## src/rtl/muldiv_ctrl_pkg.sv

```systemverilog
// rtl/muldiv_ctrl_pkg.sv - RV32M op codes, FSM states and operand signedness helpers
package muldiv_ctrl_pkg;

  localparam int XLEN_DEF = 32;
  localparam logic [6:0] FUNCT7_M = 7'b0000001;

  localparam logic [2:0] INST_MUL    = 3'd0;
  localparam logic [2:0] INST_MULH   = 3'd1;
  localparam logic [2:0] INST_MULHSU = 3'd2;
  localparam logic [2:0] INST_MULHU  = 3'd3;
  localparam logic [2:0] INST_DIV    = 3'd4;
  localparam logic [2:0] INST_DIVU   = 3'd5;
  localparam logic [2:0] INST_REM    = 3'd6;
  localparam logic [2:0] INST_REMU   = 3'd7;

  typedef enum logic [1:0] {
    MD_IDLE = 2'd0,
    MD_CALC = 2'd1,
    MD_FIX  = 2'd2,
    MD_DONE = 2'd3
  } md_state_e;

  function automatic logic op1_signed(input logic [2:0] f3);
    return (f3 == INST_MUL) || (f3 == INST_MULH) || (f3 == INST_MULHSU) ||
           (f3 == INST_DIV) || (f3 == INST_REM);
  endfunction

  function automatic logic op2_signed(input logic [2:0] f3);
    return (f3 == INST_MUL) || (f3 == INST_MULH) || (f3 == INST_DIV) || (f3 == INST_REM);
  endfunction

endpackage

```

## src/rtl/muldiv_ctrl.sv

```systemverilog
// rtl/muldiv_ctrl.sv - iterative RV32M multiply/divide scheduler that stalls the pipeline until done
module muldiv_ctrl
  import muldiv_ctrl_pkg::*;
#(
  parameter int XLEN = XLEN_DEF
) (
  input  logic            clk,
  input  logic            rst,
  input  logic            start_i,
  input  logic [2:0]      funct3_i,
  input  logic [XLEN-1:0] op1_i,
  input  logic [XLEN-1:0] op2_i,
  input  logic [4:0]      reg_w_addr_i,
  input  logic            flush_i,
  output logic            stall_o,
  output logic            ready_o,
  output logic [XLEN-1:0] result_o,
  output logic [4:0]      reg_w_addr_o
);

  md_state_e         state, state_nxt;
  logic [5:0]        cnt;
  logic [2*XLEN:0]   acc;
  logic [XLEN-1:0]   opa_q;
  logic [2:0]        f3_q;
  logic              s1_q, s2_q;
  logic [4:0]        rd_q;

  logic              s1, s2, div_zero, div_ovf, special, accept;
  logic [XLEN-1:0]   abs1, abs2, special_res, fix_res;
  logic [XLEN:0]     mul_sum, div_cand, div_diff, divisor_ext;
  logic              div_ge;
  logic [2*XLEN:0]   acc_mul, acc_div;
  logic [2*XLEN-1:0] prod_s;
  logic [XLEN-1:0]   quot, rem;

  assign s1   = op1_signed(funct3_i) & op1_i[XLEN-1];
  assign s2   = op2_signed(funct3_i) & op2_i[XLEN-1];
  assign abs1 = s1 ? -op1_i : op1_i;
  assign abs2 = s2 ? -op2_i : op2_i;

  assign div_zero = funct3_i[2] && (op2_i == '0);
  assign div_ovf  = ((funct3_i == INST_DIV) || (funct3_i == INST_REM)) &&
                    (op1_i == {1'b1, {(XLEN-1){1'b0}}}) && (op2_i == '1);
  assign special  = div_zero || div_ovf;
  // funct3[1] separates REM* from DIV* among the divide ops
  assign special_res = funct3_i[1] ? (div_zero ? op1_i : '0)
                                   : (div_zero ? '1 : op1_i);

  assign accept = (state == MD_IDLE) && start_i && !flush_i;

  // Multiply: add multiplicand into the high half when the LSB is set, then shift right
  assign mul_sum = acc[2*XLEN:XLEN] + (acc[0] ? {1'b0, opa_q} : '0);
  assign acc_mul = {1'b0, mul_sum, acc[XLEN-1:1]};

  // Divide: shift {rem,quot} left and subtract the divisor if the 33-bit remainder covers it
  assign divisor_ext = {1'b0, opa_q};
  assign div_cand    = {acc[2*XLEN-1:XLEN], acc[XLEN-1]};
  assign div_ge      = div_cand >= divisor_ext;
  assign div_diff    = div_cand - divisor_ext;
  assign acc_div     = {(div_ge ? div_diff : div_cand), acc[XLEN-2:0], div_ge};

  assign prod_s = (s1_q ^ s2_q) ? -acc[2*XLEN-1:0] : acc[2*XLEN-1:0];
  assign quot   = acc[XLEN-1:0];
  assign rem    = acc[2*XLEN-1:XLEN];

  always_comb begin
    fix_res = '0;
    case (f3_q)
      INST_MUL:              fix_res = prod_s[XLEN-1:0];
      INST_DIV, INST_DIVU:   fix_res = (s1_q ^ s2_q) ? -quot : quot;
      INST_REM, INST_REMU:   fix_res = s1_q ? -rem : rem;
      default:               fix_res = prod_s[2*XLEN-1:XLEN];
    endcase
  end

  always_ff @(posedge clk) begin
    if (rst) state <= MD_IDLE;
    else     state <= state_nxt;
  end

  always_comb begin
    state_nxt = state;
    stall_o   = 1'b0;
    ready_o   = 1'b0;
    case (state)
      MD_IDLE: begin
        stall_o = start_i;
        if (accept) state_nxt = special ? MD_DONE : MD_CALC;
      end
      MD_CALC: begin
        stall_o = 1'b1;
        if (cnt == 6'(XLEN-1)) state_nxt = MD_FIX;
      end
      MD_FIX: begin
        stall_o   = 1'b1;
        state_nxt = MD_DONE;
      end
      default: begin
        ready_o   = 1'b1;
        state_nxt = MD_IDLE;
      end
    endcase
    if (flush_i) begin
      state_nxt = MD_IDLE;
      stall_o   = 1'b0;
      ready_o   = 1'b0;
    end
  end

  always_ff @(posedge clk) begin
    if (rst) begin
      acc          <= '0;
      cnt          <= '0;
      opa_q        <= '0;
      f3_q         <= '0;
      s1_q         <= 1'b0;
      s2_q         <= 1'b0;
      rd_q         <= '0;
      result_o     <= '0;
      reg_w_addr_o <= '0;
    end else if (accept) begin
      acc   <= {{(XLEN+1){1'b0}}, (funct3_i[2] ? abs1 : abs2)};
      opa_q <= funct3_i[2] ? abs2 : abs1;
      cnt   <= '0;
      f3_q  <= funct3_i;
      s1_q  <= s1;
      s2_q  <= s2;
      rd_q  <= reg_w_addr_i;
      if (special) begin
        result_o     <= special_res;
        reg_w_addr_o <= reg_w_addr_i;
      end
    end else if (state == MD_CALC && !flush_i) begin
      acc <= f3_q[2] ? acc_div : acc_mul;
      cnt <= cnt + 6'd1;
    end else if (state == MD_FIX && !flush_i) begin
      result_o     <= fix_res;
      reg_w_addr_o <= rd_q;
    end
  end

endmodule
```

## config.mk

```make
export PLATFORM = sky130hd
export DESIGN_NAME = muldiv_ctrl
export DESIGN_NICKNAME = d
export VERILOG_FILES = /design/src/rtl/muldiv_ctrl_pkg.sv /design/src/rtl/muldiv_ctrl.sv
export SDC_FILE = /design/constraint.sdc
export NUM_CORES = 1
export LEC_CHECK = 0
export CAP_MARGIN = 10
export CORE_MARGIN = 1.5
export CORE_UTILIZATION = 55
export DETAILED_ROUTE_END_ITERATION = 7
export PLACE_DENSITY = 0.79
export REMOVE_ABC_BUFFERS = 1
export SKIP_LAST_GASP = 1
export SYNTH_ARGS = -nofsm -noshare
export SYNTH_HDL_FRONTEND = slang
export SYNTH_SLANG_ARGS = --single-unit
```

## constraint.sdc

```tcl
create_clock -name clk -period 3.2 [get_ports clk]
set_input_delay 0.64 -clock clk [delete_from_list [all_inputs] [get_ports clk]]
set_output_delay 0.64 -clock clk [all_outputs]
set_load 0.01 [all_outputs]
```

==> results of run 1 <==
## metrics by stage
stage	power (mW)	setup TNS, ns	util	setup slack (ns)
floorplan	3.50	-219.48	-	-2.85
global placement	4.58	-14.38	0.690	-0.338
detailed placement	4.62	-17.30	0.690	-0.417
CTS	6.90	-0.0334	0.718	-0.0334
global route	7.36	-1.14	0.739	-0.211
finish	7.10	-0.116	0.739	-0.0775
## kinds of logic (layout without fill, tap and decap cells)
logic type               count (synthesis)  in the layout  synth area share
multiplexers                            57             57            0.0372
buffers and inverters                  239            584            0.0625
flip-flops                             152            152             0.196
AND/OR/NAND/NOR                        725            725             0.219
adder cells (fa/ha/maj)                105            105            0.0810
AO/OA/AOI/OAI                          721            721             0.301
XOR/XNOR                               184            184             0.104
## area by class of cell
cell class	count	area [um^2]	area share
repair buffers	483	4010	0.195
well taps	378	473	0.0230
multi-input cells	1792	12100	0.589
inverters	69	262	0.0127
flip-flops and latches	152	3050	0.149
clock inverters	12	186	0.00908
clock buffers	20	467	0.0227
## state kept, by name (all words and copies together) (netlist names)
signal and cells:
result_o 32, s2_q 1, state 2, opa_q 32, cnt 6, f3_q 3
reg_w_addr_o 5, acc 65, s1_q 1, rd_q 5
## worst max path at each step
stage                     slack, ns     start     endpoint  cells after the start
after floorplan               -2.85   start_i      acc[34]                      6
after global placement        -0.34  op1_i[2]  result_o[1]                     11
after detailed placement      -0.42  op1_i[2]  result_o[1]                     11
after CTS                     -0.03    acc[0]      acc[56]                     15
after global routing          -0.21    acc[0]      acc[59]                     16
final                         -0.08    acc[0]      acc[42]                     18
## worst max-delay path: stages, from the launching register on
cell and delay [ns]:
dfxtp_2 0.34, inv_4 0.10, buf_6 0.14, nor2_1 0.07
ha_2 0.20, a2111oi_4 0.38, o21ai_2 0.12, buf_4 0.15
buf_4 0.12, buf_4 0.12, buf_4 0.12, nand2_1 0.10
o21bai_1 0.09, a21o_1 0.22, a31oi_1 0.26, xor2_1 0.31
o21ai_0 0.14, a21oi_1 0.14, nor2_1 0.06
## routing by layer
layer  vias up  wire (um)  track usage
met5         -          0            0
met4         0       2720        0.179
met3       190       6170       0.0749
met2      1107      27500        0.654
met1      8734      24600        0.525
li1       8589          -            -
## where the power goes
group / switching (mW) / internal, mW / total, mW
clock: 0.898 / 1.38 / 2.28
sequential: 0.0821 / 1.97 / 2.05
combinational: 1.57 / 1.21 / 2.78
total: 2.55 / 4.55 / 7.10
## cell usage in the layout (no fill, tap or decap), drive strengths merged, types with 51 or more instances in the layout
master	netlist	layout
o211ai	96	96
nor3	51	51
buf	36	371
ha	75	75
xor2	87	87
mux2i	51	51
clkdlybuf4s50	0	112
dfxtp	152	152
inv	69	72
o21ai	137	137
a21oi	220	220
nor2	222	222
nand2	264	264
xnor2	97	97
## timing repair
action / 4_1_cts / 5_1_grt
hold buffers: 0 / 0
setup endpoints to repair: 27 / 59
gates resized for setup: 27 / 107
pin swaps: 4 / 51
cloned: 1 / 0
setup buffers: 5 / 17
==> flow_metrics.tcl, run 1 <==
set metrics [dict create \
    max-vdd-ir-drop_v 0.000275 \
    end_kind "register" \
    h-tree-depth 4 \
    layout.nets 2668 \
    p_leak_nw 8.30 \
    ys_warn_count 0 \
    finalCritPeriodShare 1.02 \
    stdcell_count 2906 \
    synth_edf_count 0 \
    dp_hpwl_um 45900 \
    r2r_cells 18 \
    fill_cells 2257 \
    ys_ff_latch 152 \
    start_util 0.559 \
    clk-insertion-delay-late_ns 0.44 \
    root_buffer "clkbuf_16" \
    slew_headroom 0.216 \
    drive_gt1_frac 0.214 \
    num_antenna_cells 0 \
    synthesis.instances 2183 \
    grt_pass1_vias 17300 \
    r2r_end "acc[42]" \
    syn_avg_cell_area_um2 7.12 \
    max_cap_violations 0 \
    ios 115 \
    synth_common_cells "nand2_1, nor2_1, a21oi_1" \
    wirelength_um 61000 \
    synth_top_area_share 0.196 \
    crit_fanout 6 \
    hold_viol 0 \
    final_area_mm2 0.0205 \
    grt_max_degree 89 \
    fin_worst_skew_ns 0.0143 \
    antenna_found_initial 0 \
    timing.rr.start "acc[0]" \
    die_area_mm2 0.0293 \
    initialDrtViolationCount 2098 \
    clock.fmax_ghz 0.305 \
    num_vias 18600 \
    whs_ns 0.457 \
    cts_tree "yes" \
    hold-path-cell-count 2 \
    ant_nets 0 \
    period_needed_ns 3.28 \
    setup_ws_ns -0.0775 \
    clk_path_buf_depth 2 \
    cts-buffers-inserted 17 \
    dpl_cell_area_mm2 0.0192 \
    power_density_mw_per_mm2 346 \
    place_congestion 1.02 \
    drc 0 \
    grt_setup_unrepaired "true" \
    die_h_um 171 \
    port_buffers 114 \
    async_flop_share 0 \
    start_kind "register" \
    grt.overflow.total 0 \
    hp-class "register to register" \
    finalSetupViolations 4 \
    viasPerCell 6.41 \
    clkSinkCount 152 \
    ys_seq_area_frac 0.196 \
    syn_area_mm2 0.0155 \
    critical_path_class "register to register" \
    hold-path-endpoint "result_o[2]" \
    yosysTopAreaCell "dfxtp_1" \
    routedWlPerCell_um 21.0 \
    num_rows 61 \
    synth.area.top_cells "dfxtp_1, a21oi_1, nand2_1" \
    area_delta_synth_final_pct 32.2 \
    worstPathArrival_ns 3.60 \
    dr.pass1.iters 6 \
    die_w_um 171 \
    violations "negative setup slack" \
    synth_top_flop_cell "dfxtp_1" \
    clkTransAtPathRegs_ns 0.07 \
    yosysMostFrequentCell "nand2_1" \
    grt_first_pass_wirelength_um 92500 \
    drv_slew 0 \
    outcome "complete, but fails checks" \
    fp.coreArea_mm2 0.0278 \
    synth_cell_types 93 \
    hold_start "result_o[2]" \
    cp.required_ns 3.52 \
    placed_cells 2852 \
    tightest_slew_ns 1.18 \
    grt_usage 0.405 \
    reg2reg_slack_ns -0.08 \
]
Power figures use the tool's default switching activity.
==> run 2: changes to the inputs <==
--- a/config.mk
+++ b/config.mk
@@ -9,7 +9,7 @@
 export CORE_MARGIN = 1.5
 export CORE_UTILIZATION = 55
 export DETAILED_ROUTE_END_ITERATION = 7
-export PLACE_DENSITY = 0.79
+export PLACE_DENSITY = 0.76
 export REMOVE_ABC_BUFFERS = 1
 export SKIP_LAST_GASP = 1
 export SYNTH_ARGS = -nofsm -noshare
==> constraint.sdc (replaced) <==
create_clock -name clk -period 3.7 [get_ports clk]
set_input_delay 0.74 -clock clk [delete_from_list [all_inputs] [get_ports clk]]
set_output_delay 0.74 -clock clk [all_outputs]
set_load 0.01 [all_outputs]
==> flow_metrics.tcl, run 2 (same netlist as run 1, synthesis figures left out) <==
set metrics [dict create \
    crit_chain "inv_1, buf_4, buf_4, nor2_1, ha_1, a21o_1, a221oi_2, o21ai_2, nor4_2, buf_4, o31a_1, a21oi_1, buf_4, or4b_1, o2111ai_1, a21oi_1, a211oi_1" \
    stdcell_count 2744 \
    grt_max_degree 89 \
    place_congestion 0.999 \
    drive_gt1_frac 0.128 \
    final_area_mm2 0.0187 \
    clk_path_buf_depth 2 \
    final_util 0.674 \
    die_w_um 171 \
    root_buffer "clkbuf_16" \
    dr.pass1.iters 6 \
    start_kind "register" \
    h-tree-depth 4 \
    initialDrtViolationCount 1802 \
    clk-insertion-delay-late_ns 0.45 \
    num_rows 61 \
    num_antenna_cells 0 \
    crit_fanout 8 \
    die_area_mm2 0.0293 \
    num_vias 17500 \
    ios 115 \
    grt_first_pass_wirelength_um 88200 \
    hold_viol 0 \
    grt.overflow.total 0 \
    cts-buffers-inserted 17 \
    slowest_stage "or4b_1" \
    layout.nets 2506 \
    clkSinkCount 152 \
    grt_setup_unrepaired "true" \
    max_stage_delay_ns 0.47 \
    area_delta_synth_final_pct 20.6 \
    fin_worst_skew_ns 0.0106 \
    p_leak_nw 7.39 \
    fp.coreArea_mm2 0.0278 \
    max-vdd-ir-drop_v 0.000229 \
    top_regs "acc: 65 flops, opa_q: 32 flops, result_o: 32 flops" \
    drv_slew 0 \
    power_density_mw_per_mm2 305 \
    port_buffers 114 \
    outcome "finished clean" \
    tightest_slew_ns 0.918 \
    ant_nets 0 \
    end_kind "register" \
    antenna_found_initial 1 \
    clkTransAtPathRegs_ns 0.07 \
    wirelength_um 57400 \
    hp-class "register to register" \
    power_mw 5.70 \
    dp_hpwl_um 44300 \
    slew_headroom 0.386 \
    routedWlPerCell_um 20.9 \
    start_util 0.559 \
    critical_path_class "register to register" \
    placed_cells 2711 \
    largest-register "acc" \
    dpl_cell_area_mm2 0.0181 \
    period_needed_ns 3.59 \
    cts_tree "yes" \
    final_cell_mix "nand2_1, a21oi_1, nor2_1" \
    fin_setup_tns_ns 0 \
    finalSetupViolations 0 \
    die_h_um 171 \
    finalCritPeriodShare 0.969 \
    cp_common_cell "buf_4" \
    critPathBufInv 5 \
    cp.required_ns 4.06 \
    clock.fmax_ghz 0.279 \
    grt_pass1_vias 16100 \
    largest_reg_flops 65 \
    drc 0 \
    mostFrequentLayoutCell "nand2_1" \
    viasPerCell 6.38 \
    max_cap_violations 0 \
    grt_usage 0.389 \
    worstPathArrival_ns 3.94 \
    critPathTopFamily "compound AO/OA/AOI/OAI gates" \
]
## run 2: metal layers
metal | up-vias | routed length, um | global-route usage | part of all wire
li1 | 8284 | - | - | -
met1 | 8108 | 24300 | 0.530 | 0.42
met2 | 965 | 25200 | 0.611 | 0.44
met3 | 157 | 5460 | 0.0597 | 0.095
met4 | 2 | 2390 | 0.163 | 0.042
met5 | - | 10 | 0 | 0.00017
## run 2: power by group
group	switching, mW	total, mW	internal, mW	leakage, nW
combinational	1.23	2.11	0.878	5.87
clock	0.846	1.81	0.960	0.289
sequential	0.0899	1.79	1.70	1.24
## run 2: final cells by class
class                           count  area (um^2)
Multi-Input combinational cell   1792        11600
Fill cell                        2473         9060
Sequential cell                   152         3050
Timing Repair Buffer              321         2760
Tap cell                          378          473
Clock buffer                       18          429
Inverter                           69          259
Clock inverter                     14          151
## run 2: repair_timing
| action | 4_1_cts | 5_1_grt |
|---|---|---|
| endpoints found under the setup margin | 1 | 9 |
| endpoints found under the hold margin | 0 | 0 |
| setup buffers | 0 | 1 |
| hold buffers | 0 | 0 |
| pin swaps | 0 | 3 |
| gates resized for setup | 1 | 15 |
## run 2: worst paths after layout
check | from | endpoint | slack, ns | depth (start not counted)
max reg2reg | acc[0] | acc[56] | 0.11 | 17
min | opa_q[11] | opa_q[11] | 0.45 | 2
min reg2reg | opa_q[11] | opa_q[11] | 0.45 | 2
max | acc[0] | acc[56] | 0.11 | 17
## run 2: worst min-delay path, stage by stage, from the launching register on
cell and delay [ns]:
dfxtp_1 0.31, nand2_1 0.05, a21oi_1 0.05
## run 2: stage by stage
step / setup WS [ns] / hold WS [ns]
finish: 0.115 / 0.455
global route: -0.0312 / 0.474
CTS: 0.0602 / 0.457
detailed placement: 0.000133 / 0.449
global placement: 0.0577 / 0.441
floorplan: -2.45 / 0.426
